### src/rtl/hazard_sequencer.sv
`default_nettype none
// +--------------------------------------------------------------------------+
// | hazard_sequencer: forwarding, load-use stall, flush and MDU sequencing   |
// | Rev 1.0                                                                  |
// +--------------------------------------------------------------------------+
module hazard_sequencer #(
   parameter int CNT_W       = 16,
   parameter int MDU_TIMEOUT = 64
) (
   input  logic             clk,
   input  logic             rst_n,
   input  logic [4:0]       Rs1D,
   input  logic [4:0]       Rs2D,
   input  logic [4:0]       Rs1E,
   input  logic [4:0]       Rs2E,
   input  logic [4:0]       RdE,
   input  logic [4:0]       RdM,
   input  logic [4:0]       RdW,
   input  logic             ResultSrcE0,
   input  logic             RegWriteM,
   input  logic             RegWriteW,
   input  logic             PCSrcE,
   input  logic             MduOpE,
   input  logic             mdu_done,
   output logic             mdu_start,
   output logic [1:0]       ForwardAE,
   output logic [1:0]       ForwardBE,
   output logic             StallF,
   output logic             StallD,
   output logic             StallE,
   output logic             FlushD,
   output logic             FlushE,
   output logic             mdu_err,
   output logic [CNT_W-1:0] stall_cnt,
   output logic [CNT_W-1:0] flush_cnt
);

   localparam int               TMR_W    = $clog2(MDU_TIMEOUT);
   localparam logic [TMR_W-1:0] TMR_LAST = TMR_W'(MDU_TIMEOUT - 1);
   localparam logic [TMR_W-1:0] TMR_ONE  = TMR_W'(1);
   localparam logic [CNT_W-1:0] CNT_MAX  = '1;
   localparam logic [CNT_W-1:0] CNT_ONE  = CNT_W'(1);

   localparam logic [0:0] S_RUN  = 1'b0;
   localparam logic [0:0] S_WAIT = 1'b1;

   logic [0:0]       state;
   logic [0:0]       state_nx;
   logic [TMR_W-1:0] timer;
   logic             timeout;
   logic             lw_stall;

   assign lw_stall = ResultSrcE0 && (RdE != 5'd0) && ((RdE == Rs1D) || (RdE == Rs2D));

   // M-stage result is newer than W, so it wins when both match
   function automatic logic [1:0] fwd_sel(input logic [4:0] rs,
                                          input logic       wr_m, input logic [4:0] rd_m,
                                          input logic       wr_w, input logic [4:0] rd_w);
      if (wr_m && (rd_m != 5'd0) && (rd_m == rs))
         return 2'b10;
      else if (wr_w && (rd_w != 5'd0) && (rd_w == rs))
         return 2'b01;
      else
         return 2'b00;
   endfunction

   always_ff @(posedge clk or negedge rst_n) begin
      if (!rst_n)
         state <= S_RUN;
      else
         state <= state_nx;
   end

   always_comb begin
      state_nx = state;
      timeout  = 1'b0;
      case (state)
         S_RUN: begin
            if (MduOpE && !PCSrcE)
               state_nx = S_WAIT;
         end
         S_WAIT: begin
            if (mdu_done) begin
               state_nx = S_RUN;
            end else if (timer == TMR_LAST) begin
               timeout  = 1'b1;
               state_nx = S_RUN;
            end
         end
         default: state_nx = S_RUN;
      endcase
   end

   always_comb begin
      mdu_start = 1'b0;
      ForwardAE = 2'b00;
      ForwardBE = 2'b00;
      StallF    = 1'b0;
      StallD    = 1'b0;
      StallE    = 1'b0;
      FlushD    = 1'b0;
      FlushE    = 1'b0;
      if (rst_n) begin
         ForwardAE = fwd_sel(Rs1E, RegWriteM, RdM, RegWriteW, RdW);
         ForwardBE = fwd_sel(Rs2E, RegWriteM, RdM, RegWriteW, RdW);
         if (state == S_WAIT) begin
            StallF = 1'b1;
            StallD = 1'b1;
            StallE = 1'b1;
         end else if (MduOpE && !PCSrcE) begin
            mdu_start = 1'b1;
            StallF    = 1'b1;
            StallD    = 1'b1;
            StallE    = 1'b1;
         end else begin
            // a taken branch redirects the PC, so it must not be held by a load-use stall
            StallF = lw_stall && !PCSrcE;
            StallD = lw_stall && !PCSrcE;
            FlushD = PCSrcE;
            FlushE = lw_stall || PCSrcE;
         end
      end
   end

   always_ff @(posedge clk or negedge rst_n) begin
      if (!rst_n) begin
         timer     <= '0;
         mdu_err   <= 1'b0;
         stall_cnt <= '0;
         flush_cnt <= '0;
      end else begin
         if (state == S_WAIT)
            timer <= timer + TMR_ONE;
         else
            timer <= '0;
         if (timeout)
            mdu_err <= 1'b1;
         if (StallD && (stall_cnt != CNT_MAX))
            stall_cnt <= stall_cnt + CNT_ONE;
         if (FlushD && (flush_cnt != CNT_MAX))
            flush_cnt <= flush_cnt + CNT_ONE;
      end
   end

endmodule
`default_nettype wire

### config.mk
export PLATFORM = sky130hd
export DESIGN_NAME = hazard_sequencer
export DESIGN_NICKNAME = d
export VERILOG_FILES = /design/src/rtl/hazard_sequencer.sv
export SDC_FILE = /design/constraint.sdc
export NUM_CORES = 1
export LEC_CHECK = 0
export ABC_AREA = 1
export ABC_CLOCK_PERIOD_IN_PS = 2000
export CAP_MARGIN = 0
export CELL_PAD_IN_SITES_DETAIL_PLACEMENT = 0
export CELL_PAD_IN_SITES_GLOBAL_PLACEMENT = 1
export CORE_MARGIN = 2
export CORE_UTILIZATION = 45
export CTS_CLUSTER_SIZE = 25
export DETAILED_ROUTE_END_ITERATION = 8
export DONT_BUFFER_PORTS = 1
export PLACE_DENSITY = 0.87
export SLEW_MARGIN = 20
export SYNTH_ARGS = -nofsm -noshare
export SYNTH_HDL_FRONTEND = slang
export SYNTH_SLANG_ARGS = --single-unit
export TNS_END_PERCENT = 30
### constraint.sdc
create_clock -name clk -period 2 [get_ports clk]
set_input_delay 0.4 -clock clk [delete_from_list [all_inputs] [get_ports clk]]
set_output_delay 0.4 -clock clk [all_outputs]
set_load 0.02 [all_outputs]
==> results.md, run 1 <==
* Ports at 86
* Worst Hold Depth at 2
* Fmax at 545.1 MHz
* Number of max-cap violations at 0
* Routed wire per std cell at 12.82 um
* CP most frequent cell: inv_2
* Row cnt at 28
* Total core area at 0.005956 sq mm
* Sw Share at 36.19%
* Final setup violation count at 0
* Remaining routing DRC violations at 0
* Slew Limit Headroom at 68.63%
* Final non-filler cell total at 468
* Mapped Area at 0.002789 sq mm
* Seq pwr share at 45.8%
* Post-synth EDFFs at 0
* # port buffers at 0
* Sequential share of the synthesized area at 35.89%
* Layout fillers at 591
* # diodes at 0
* Critical Path, Cell by Cell: inv_2 > nand2_1 > inv_1 > nor2_2 > inv_2 > nand2_8
* Delay-heaviest family, CP: flip-flops
* Worst setup SP type: flop
* Gp weighted congestion at 0.8296
* Synth warnings at 0
* CP Class: reg2out
* Worst Setup End Kind: primary output
* Sw power at 893.0 uW
* DP HPWL at 4525 um
* RSZ-0062 raised after global routing: no
* Total global-route track usage at 18.56%
* Synth-to-Final Area Change at 11.26%
* Fin. max-slew vios at 0
* CP Max Fanout at 20
* Layout cells sized above 1 at 12.21%
* Pwr Density at 795.1 mW/mm^2
* Die X at 82.73 um
* Max incr delay on CP at 0.49 ns
* Worst-path clk slew at 0.07 ns
* Least-Margin Pin Slew at 0.4669 ns
* Hold crit path type: in2reg
* Number of clock sinks at 40
* Later-pin clock latency in the skew report at 0.30 ns
* CTS tree: yes
* Fin nets at 438
* Clock power frac at 26.4%
* Routed Antenna Nets at 0
* Pre-antenna DRT Iters at 4
* Cell variety after synth at 31
* Final worst path period share at 91.73%
* Die area at 0.006843 sq mm
* CP Data Arrival Time at 1.43 ns
* CTS root buf: clkbuf_8
* Largest net degree at the start of global routing at 41
* Final min period at 1.835 ns
* R2R Path Start: flush_cnt[0]
* Placed Instance Area at 0.002957 sq mm
* Syn_nets at 418
* First-pass GRT wire length at 9880 um
* Post-Route WL at 5999 um
* Outcome: finished clean
* Worst R2R End: flush_cnt[5]
* Num CTS Buffers at 5
* Vias in the first global route at 2352
* Post-Route Setup TNS at 0 ns
* Clk_skew at 0.007683 ns
* Final hold violation count at 0
* Dpl cells at 458
* CTS Buffer Depth at 2
* Crit-path slowest cell: dfrtp_1
* Hold Crit Endpoint: state
* Top_reg_cell synth: dfrtp_1
* WP data required at 1.60 ns
* Worst Path Buf+Inv at 3
* Worst reg-to-reg path cell count at 8
* Avg Cell Area, Syn at 7.497 sq um
* Die height at 82.73 um
* GR Overflow Total at 0
* Initial DRC Count at 106
* Initial antenna violation count at 0
* Combinational cell fraction of total power at 27.8%
* Leakage power at 1.564 nW
* VDD IR max at 0.0006469 V
* Postcts setup bufs at 0
* Int Power at 1.574 mW
* Synth Instances at 372
* Vias/cell at 5.056
* Fin util at 52.10%
* R2R setup slack at 0.20 ns
* FF+latch count, synth at 40
* Starting Density at 46.83%
* Via count at 2366
* Final Power at 2.467 mW
* Final Cell Area at 0.003103 sq mm
* Worst hold path startpoint: mdu_done
* Async SR Flop Fraction at 100.0%
* CTS H-Tree Depth at 2
[area by class of cell]
cell class	count	area, sq um	area share [%]
Clock buffer	6	72.57	2.339
Clock inverter	2	35.03	1.129
Inverter	54	202.7	6.532
Multi-Input combinational cell	273	1548	49.88
Sequential cell	40	1001	32.26
Tap cell	75	93.84	3.024
Timing Repair Buffer	18	150.1	4.839
[repair_timing]
item / CTS / global route
endpoints found under the hold margin: 40 / 0
gates resized for setup: 0 / 1
hold buffers: 2 / 0
endpoints found under the setup margin: 0 / 2
[Yosys cell counts (all sizes together), types with 5 or more instances]
cell   count  area (sq um)
o21ai      8         51.30
xnor2     16         140.1
inv       53         198.9
a21oi      6         30.03
xor2      30         262.8
nand2    103         416.7
dfrtp     40          1001
nor2      33         133.9
nand3     35         190.2
nand4      9         56.30
buf        5         46.29
nor3      19         127.6
[power by group through the flow]
| stage | combinational, mW | clock, mW | sequential, mW |
|---|---|---|---|
| 3_3_place_gp | 0.650 | 0 | 1.15 |
| 3_5_place_dp | 0.662 | 0 | 1.15 |
| 4_1_cts | 0.690 | 0.672 | 1.13 |
| 2_1_floorplan | 0.425 | 0 | 1.21 |
| 5_1_grt | 0.765 | 0.700 | 1.16 |
| 6_report | 0.686 | 0.652 | 1.13 |
[worst max-delay path by stage]
stage	start	to	cells past startpoint	slack, ns
3_5_place_dp	flush_cnt[0]	flush_cnt[5]	8	0.20
4_1_cts	state	StallF	6	0.08
5_1_grt	state	StallF	6	0.05
3_3_place_gp	flush_cnt[0]	flush_cnt[11]	8	0.23
2_1_floorplan	PCSrcE	StallF	9	0.21
6_report	state	StallF	6	0.17
[cells in the final DEF (no fill, tap or decap), types with 4 or more instances in the layout]
master / count
nor2_1: 31
nor3_1: 15
xor2_1: 30
clkbuf_8: 5
nand4_1: 9
buf_4: 16
nand3_1: 32
a21oi_1: 6
o21ai_0: 5
inv_1: 49
nand2_1: 99
dfrtp_1: 40
inv_2: 4
xnor2_1: 16
[metal layers]
| layer | track usage, % | wire [um] | up-vias |
|---|---|---|---|
| met5 | 0 | 0 | - |
| met4 | 5.410 | 72 | 0 |
| met3 | 4.783 | 499 | 6 |
| met2 | 33.06 | 2905 | 91 |
| met1 | 21.89 | 2523 | 1059 |
| li1 | - | - | 1210 |
[per-stage QoR]
step / setup WS (ns) / hold WS [ns]
after detailed placement: 0.1987 / 0.1053
after CTS: 0.08443 / 0.3066
final: 0.1654 / 0.3148
after floorplan: 0.2146 / 0.1044
after global routing: 0.04730 / 0.3179
after global placement: 0.2320 / 0.1052
[registers in the layout, indices dropped and copies added (netlist names)]
register and count:
state 1, flush_cnt 16, mdu_err 1, stall_cnt 16, timer 6
[cell families (layout without fill, tap and decap cells)]
kind of cell	Yosys count	in the layout	share of synthesized area, %
compound gates	18	18	4.083
buf+inv	59	80	8.927
xor+xnor	46	46	14.45
simple gates	206	206	35.31
flops	40	40	35.89
fa+ha+maj	3	3	1.346
Note: power is estimated with default switching activity, not from simulation.
==> run 2: changes to the inputs <==
Settings changed: CAP_MARGIN 0 to 20, PLACE_DENSITY 0.87 to 0.8.
==> run 2 against run 1 <==
- sequential power hardly changed
- sequential share of layout area is 0.17 points lower
- global-route usage is 0.20 points lower
- hold slack better by 0.0018 ns
- total power is 0.91% higher
- flip-flop and latch count stayed put
- first-iteration DRC count is 30% lower
- clock skew hardly changed
- critical endpoint is now flush_cnt[11]
- final cell count is 0.43% higher
- register-to-register slack hardly changed
- critical path depth is 2 higher
==> results.md, run 2 (same netlist as run 1, synthesis figures left out) <==
* Layout cells sized above 1 at 13.16% (+0.95 points)
* CP Max Fanout at 15 (-25%)
* Commonest non-fill, non-tap cell in the layout: nand2_1
* Regs by FF count: flush_cnt (16), stall_cnt (16), timer (6)
* Routed wire per std cell at 12.70 um (-0.92%)
* CTS root buf: clkbuf_8
* Layout fillers at 584 (-1.2%)
* Fmax at 552.0 MHz (+1.3%)
* Worst setup SP type: flop
* # diodes at 0 (unchanged)
* Worst-path clk slew at 0.08 ns (about the same)
* CP Class: reg2reg
* Total global-route track usage at 18.36% (-0.20 points)
* Clk_skew at 0.007661 ns (-0.00002284 ns)
* Worst Setup End Kind: flop
* Worst Path Buf+Inv at 1 (-2)
* Initial antenna violation count at 0 (unchanged)
* Critical Path, Cell by Cell: ha_1 > nand3_2 > nor3_4 > nand4_1 > nand2_4 > inv_2 > nand2_1 > xor2_1
* RSZ-0062 raised after global routing: no
* Leakage power at 1.572 nW (+0.47%)
* Clock power frac at 26.5% (about the same)
* CTS Buffer Depth at 2 (unchanged)
* Number of max-cap violations at 0 (unchanged)
* Fin nets at 440 (+0.46%)
* Fin. max-slew vios at 0 (unchanged)
* Pre-antenna DRT Iters at 4 (unchanged)
* Dpl cells at 460 (+0.44%)
* Sw power at 902.5 uW (+1.1%)
* Starting Density at 46.83% (unchanged)
* Later-pin clock latency in the skew report at 0.29 ns (about the same)
* Int Power at 1.587 mW (+0.83%)
* Final min period at 1.812 ns (-0.02293 ns)
* Postcts setup bufs at 0 (unchanged)
* DP HPWL at 4460 um (-1.4%)
* Die area at 0.006843 sq mm (unchanged)
* Most frequent cells in the layout: nand2_1 (99), inv_1 (49), dfrtp_1 (39)
* Synth-to-Final Area Change at 11.98%
* CTS tree: yes
* Post-Route Setup TNS at 0 ns (unchanged)
* Post-Route WL at 5969 um (-0.50%)
* CP Data Arrival Time at 2.02 ns (+0.59 ns)
* Vias/cell at 5.021 (-0.68%)
* Total core area at 0.005956 sq mm (unchanged)
* Remaining routing DRC violations at 0 (unchanged)
* Fin util at 52.44% (+0.34 points)
* Row cnt at 28 (unchanged)
* Delay-heaviest family, CP: simple AND/OR/NAND/NOR gates
* GR Overflow Total at 0 (unchanged)
* Max incr delay on CP at 0.42 ns (-0.07 ns)
* Slew Limit Headroom at 68.63% (about the same)
* Pwr Density at 797.3 mW/mm^2 (+0.27%)
* Number of clock sinks at 40 (unchanged)
* VDD IR max at 0.0006224 V (-3.8%)
* Num CTS Buffers at 5 (unchanged)
* # port buffers at 0 (unchanged)
* Via count at 2360 (-0.25%)
* Sw Share at 36.25% (+0.055 points)
* CTS H-Tree Depth at 2 (unchanged)
* Combinational cell fraction of total power at 28.7% (+0.9 points)
* Final non-filler cell total at 470 (+0.43%)
* Die height at 82.73 um (unchanged)
* Largest net degree at the start of global routing at 41 (unchanged)
* Ports at 86 (unchanged)
* Hold crit path type: in2reg
* Routed Antenna Nets at 0 (unchanged)
* WP data required at 2.21 ns (+0.61 ns)
* Reg area at 0.001002 sq mm (+0.12%)
* Initial DRC Count at 74 (-30%)
* Final hold violation count at 0 (unchanged)
* Outcome: finished clean
* Vias in the first global route at 2292 (-2.6%)
* Least-Margin Pin Slew at 0.4669 ns (-0.000007629 ns)
* Final worst path period share at 90.59% (-1.1 points)
* Die X at 82.73 um (unchanged)
* Final setup violation count at 0 (unchanged)
* Seq pwr share at 44.9% (-0.9 points)
* Area occupied by multi-input gates at 0.001548 sq mm (unchanged)
* First-pass GRT wire length at 9749 um (-1.3%)
* Crit-path slowest cell: dfrtp_1
* Gp weighted congestion at 0.8171 (-1.5%)
run 2: routing by layer:
metal / share of wire (%) / vias up / GRT usage [%]
met5: 0 / - / 0
met4: 0.64 / 0 / 4.918
met3: 6.7 / 2 / 5.543
met2: 48 / 68 / 32.50
met1: 45 / 1069 / 21.51
li1: - / 1221 / -
run 2: repair_timing:
item,4_1_cts,5_1_grt
resized for setup,0,2
setup endpoints to repair,0,2
hold endpoints to repair,40,0
hold buffers,2,0
run 2: metrics by stage:
stage | power, mW | hold WS, ns | setup slack (ns) | instance area [sq um]
2_1_floorplan | 1.635 | 0.1044 | 0.2146 | 2789
3_3_place_gp | 1.815 | 0.1053 | 0.2013 | 2972
3_5_place_dp | 1.825 | 0.1056 | 0.1832 | 2972
4_1_cts | 2.522 | 0.3045 | 0.06752 | 3113
5_1_grt | 2.670 | 0.2960 | 0.0002749 | 3123
6_report | 2.490 | 0.3165 | 0.1883 | 3123
run 2: final timing paths:
kind                                    from             to  slack (ns)  depth (start not counted)
worst min-delay path                mdu_done          state        0.32                          2
worst min register to register      timer[0]       timer[0]        0.46                          1
worst max register to register  flush_cnt[0]  flush_cnt[11]        0.19                          8
max in group asynchronous              rst_n          state        1.23                          2
worst max-delay path            flush_cnt[0]  flush_cnt[11]        0.19                          8
min in group asynchronous              rst_n   flush_cnt[5]        0.56                          2
run 2: cell type report:
cell class                 instances  share of cell area (%)
tap                               75                   3.005
timing repair buffer              20                   5.288
multi-input combinational        273                   49.56
clock buffer                       5                   2.204
sequential                        40                   32.09
clock inverter                     3                   1.362
inverter                          54                   6.490
run 2: power by group through the flow:
stage | registers (mW) | logic (mW) | clock network, mW
6_report | 1.12 | 0.714 | 0.659
4_1_cts | 1.12 | 0.718 | 0.686
3_5_place_dp | 1.13 | 0.691 | 0
2_1_floorplan | 1.21 | 0.425 | 0
5_1_grt | 1.14 | 0.810 | 0.718
3_3_place_gp | 1.13 | 0.681 | 0
==> run 3: changes to the inputs <==
Settings changed: ABC_CLOCK_PERIOD_IN_PS 2000 to 1600, CORE_UTILIZATION 45 to 41, PLACE_DENSITY 0.8 to 0.77.
Clock period 2 ns to 1.6 ns, I/O delays scaled along.
==> run 3 against run 2 <==
- first-iteration DRC count fell by 30%
- clock power rose by 7.1%
- register-to-register slack got worse by 0.15 ns
- total power rose by 34%
- setup slack got worse by 0.17 ns
- utilization rose by 0.80 points
- flip-flop and latch count did not move
- clock-buffer cell count rose by 1
- final cell count rose by 9.6%
- sequential power rose by 23%
- critical path depth fell by 1
- critical path type is now reg2out
- highest routed layer unchanged
==> results.md, run 3 (same netlist as run 1, synthesis figures left out) <==
* Post-Route WL at 6465 um (+8.3%)
* DP HPWL at 4901 um (+9.9%)
* CTS tree: yes
* Area occupied by multi-input gates at 0.001617 sq mm (+4.4%)
* Worst Hold Depth at 2 (unchanged)
* Routed Antenna Nets at 0 (unchanged)
* Die X at 86.48 um (+4.5%)
* Leakage power at 1.801 nW (+15%)
* Largest net degree at the start of global routing at 42 (+2.4%)
* Gp weighted congestion at 0.8275 (+1.3%)
* Vias in the first global route at 2500 (+9.1%)
* Commonest non-fill, non-tap cell in the layout: nand2_1
* Hold Crit Endpoint: state
* Num CTS Buffers at 5 (unchanged)
* R2R Path Start: flush_cnt[0]
* Outcome: finished clean
* Placed Instance Area at 0.003296 sq mm (+11%)
* Least-Margin Pin Slew at 0.4014 ns (-0.06549 ns)
* # diodes at 0 (unchanged)
* Final hold violation count at 0 (unchanged)
* Worst Setup End Kind: primary output
* CP Max Fanout at 8 (-7)
* R2R setup slack at 0.04 ns (-0.15 ns)
* CP Class: reg2out
* Worst hold path startpoint: mdu_done
* Vias/cell at 4.990 (-0.62%)
* Number of max-cap violations at 0 (unchanged)
* Ports at 86 (unchanged)
* Layout fillers at 660 (+13%)
* Final setup violation count at 0 (unchanged)
* Layout cells sized above 1 at 23.91% (+11 points)
* CTS H-Tree Depth at 2 (unchanged)
* Die area at 0.007478 sq mm (+9.3%)
* # port buffers at 0 (unchanged)
* Total core area at 0.006681 sq mm (+12%)
* Clk_skew at 0.005225 ns (-0.002436 ns)
* Via count at 2570 (+8.9%)
* Regs by FF count: flush_cnt (16), stall_cnt (16), timer (6)
* Worst reg-to-reg path cell count at 8 (unchanged)
* Critical Path, Cell by Cell: inv_4 > nand2_4 > inv_4 > nor2_4 > inv_2 > nand2_8 > buf_12
* Fin. max-slew vios at 0 (unchanged)
* Hold crit path type: in2reg
* First-pass GRT wire length at 10650 um (+9.2%)
* Initial DRC Count at 52 (-30%)
* Worst setup SP type: flop
* CTS root buf: clkbuf_8
* Worst-path clk slew at 0.08 ns (about the same)
* Final non-filler cell total at 515 (+9.6%)
* Starting Density at 41.74% (-5.1 points)
* Final worst path period share at 99.01%
* Fin nets at 480 (+9.1%)
* WP data required at 1.28 ns (-0.93 ns)
* Max incr delay on CP at 0.44 ns (+0.02 ns)
* Reg area at 0.001010 sq mm (+0.75%)
* Fmax at 631.3 MHz
* Crit-path slowest cell: dfrtp_2
* Dpl cells at 495 (+7.6%)
* Final min period at 1.584 ns
* VDD IR max at 0.0003411 V (-45%)
* Pwr Density at 939.8 mW/mm^2 (+18%)
* GR Overflow Total at 0 (unchanged)
* Most frequent cells in the layout: nand2_1 (98), buf_4 (52), inv_1 (48)
* Later-pin clock latency in the skew report at 0.29 ns (about the same)
* CP most frequent cell: inv_4
* Worst R2R End: flush_cnt[9]
* Row cnt at 30 (+7.1%)
* CP Data Arrival Time at 1.26 ns (-0.76 ns)
* Pre-antenna DRT Iters at 6 (+2)
* CTS Buffer Depth at 2 (unchanged)
* Fin util at 53.24% (+0.80 points)
* Remaining routing DRC violations at 0 (unchanged)
* Final Cell Area at 0.003557 sq mm (+14%)
* Synth-to-Final Area Change at 27.55%
* Total global-route track usage at 17.44% (-0.92 points)
* Routed wire per std cell at 12.55 um (-1.2%)
* RSZ-0062 raised after global routing: yes
* Die height at 86.48 um (+4.5%)
* Number of clock sinks at 40 (unchanged)
* Slew Limit Headroom at 73.14% (+4.5 points)
* Initial antenna violation count at 0 (unchanged)
## run 3: cell count changes in the layout (fill, tap and decap cells not counted), sizes merged
| cell | change |
|---|---|
| clkbuf | +1 |
| inv | +1 |
| clkinvlp | -1 |
| bufinv | -1 |
| buf | +40 |
## run 3: worst max-delay path: cells and delay by family (launching register included)
kind / cells / cell delay, ns
simple gates: 3 / 0.16
buf+inv: 4 / 0.37
flops: 1 / 0.44
## run 3: layout make-up
class	count	area share [%]
tap	80	2.814
timing repair buffer	60	14.91
clock buffer	6	2.321
inverter	54	5.839
clock inverter	2	0.2814
sequential	40	28.39
multi-input combinational	273	45.44
## run 3: report_power, final
part           total, mW  switching, mW  internal [mW]
Clock              0.706          0.361          0.345
Combinational       1.26          0.692          0.571
Sequential          1.38          0.191           1.18
## run 3: what timing repair did
action | CTS | global route
pin swaps | 2 | 3
hold endpoints to repair | 40 | 40
resized for setup | 7 | 8
setup endpoints to repair | 4 | 29
setup buffers | 5 | 5
## run 3: how the worst max path moves through the flow
| stage | start | endpoint | slack [ns] | cells past startpoint |
|---|---|---|---|---|
| finish | state | StallD | 0.02 | 7 |
| global route | flush_cnt[0] | flush_cnt[11] | -0.09 | 8 |
| CTS | state | StallD | -0.005 | 7 |
| detailed placement | flush_cnt[0] | flush_cnt[3] | 0.03 | 8 |
| global placement | flush_cnt[0] | flush_cnt[3] | 0.08 | 8 |
| floorplan | state | StallF | -0.01 | 8 |
## run 3: per-layer routing
metal / wire length, um / global-route usage (%) / part of all wire (%)
met5: 0 / 0 / 0
met4: 71 / 4.688 / 1.1
met3: 479 / 4.762 / 7.4
met2: 3008 / 29.37 / 47
met1: 2906 / 22.05 / 45
## run 3: stage by stage
step / setup TNS (ns) / hold slack [ns] / worst slack [ns] / total power [mW]
6_report: 0 / 0.2373 / 0.01589 / 3.343
5_1_grt: -0.7488 / 0.2391 / -0.08626 / 3.562
4_1_cts: -0.009317 / -0.2965 / -0.005367 / 3.292
3_5_place_dp: 0 / 0.02527 / 0.02893 / 2.517
3_3_place_gp: 0 / 0.02548 / 0.07556 / 2.497
2_1_floorplan: -0.009865 / 0.02441 / -0.009865 / 2.119
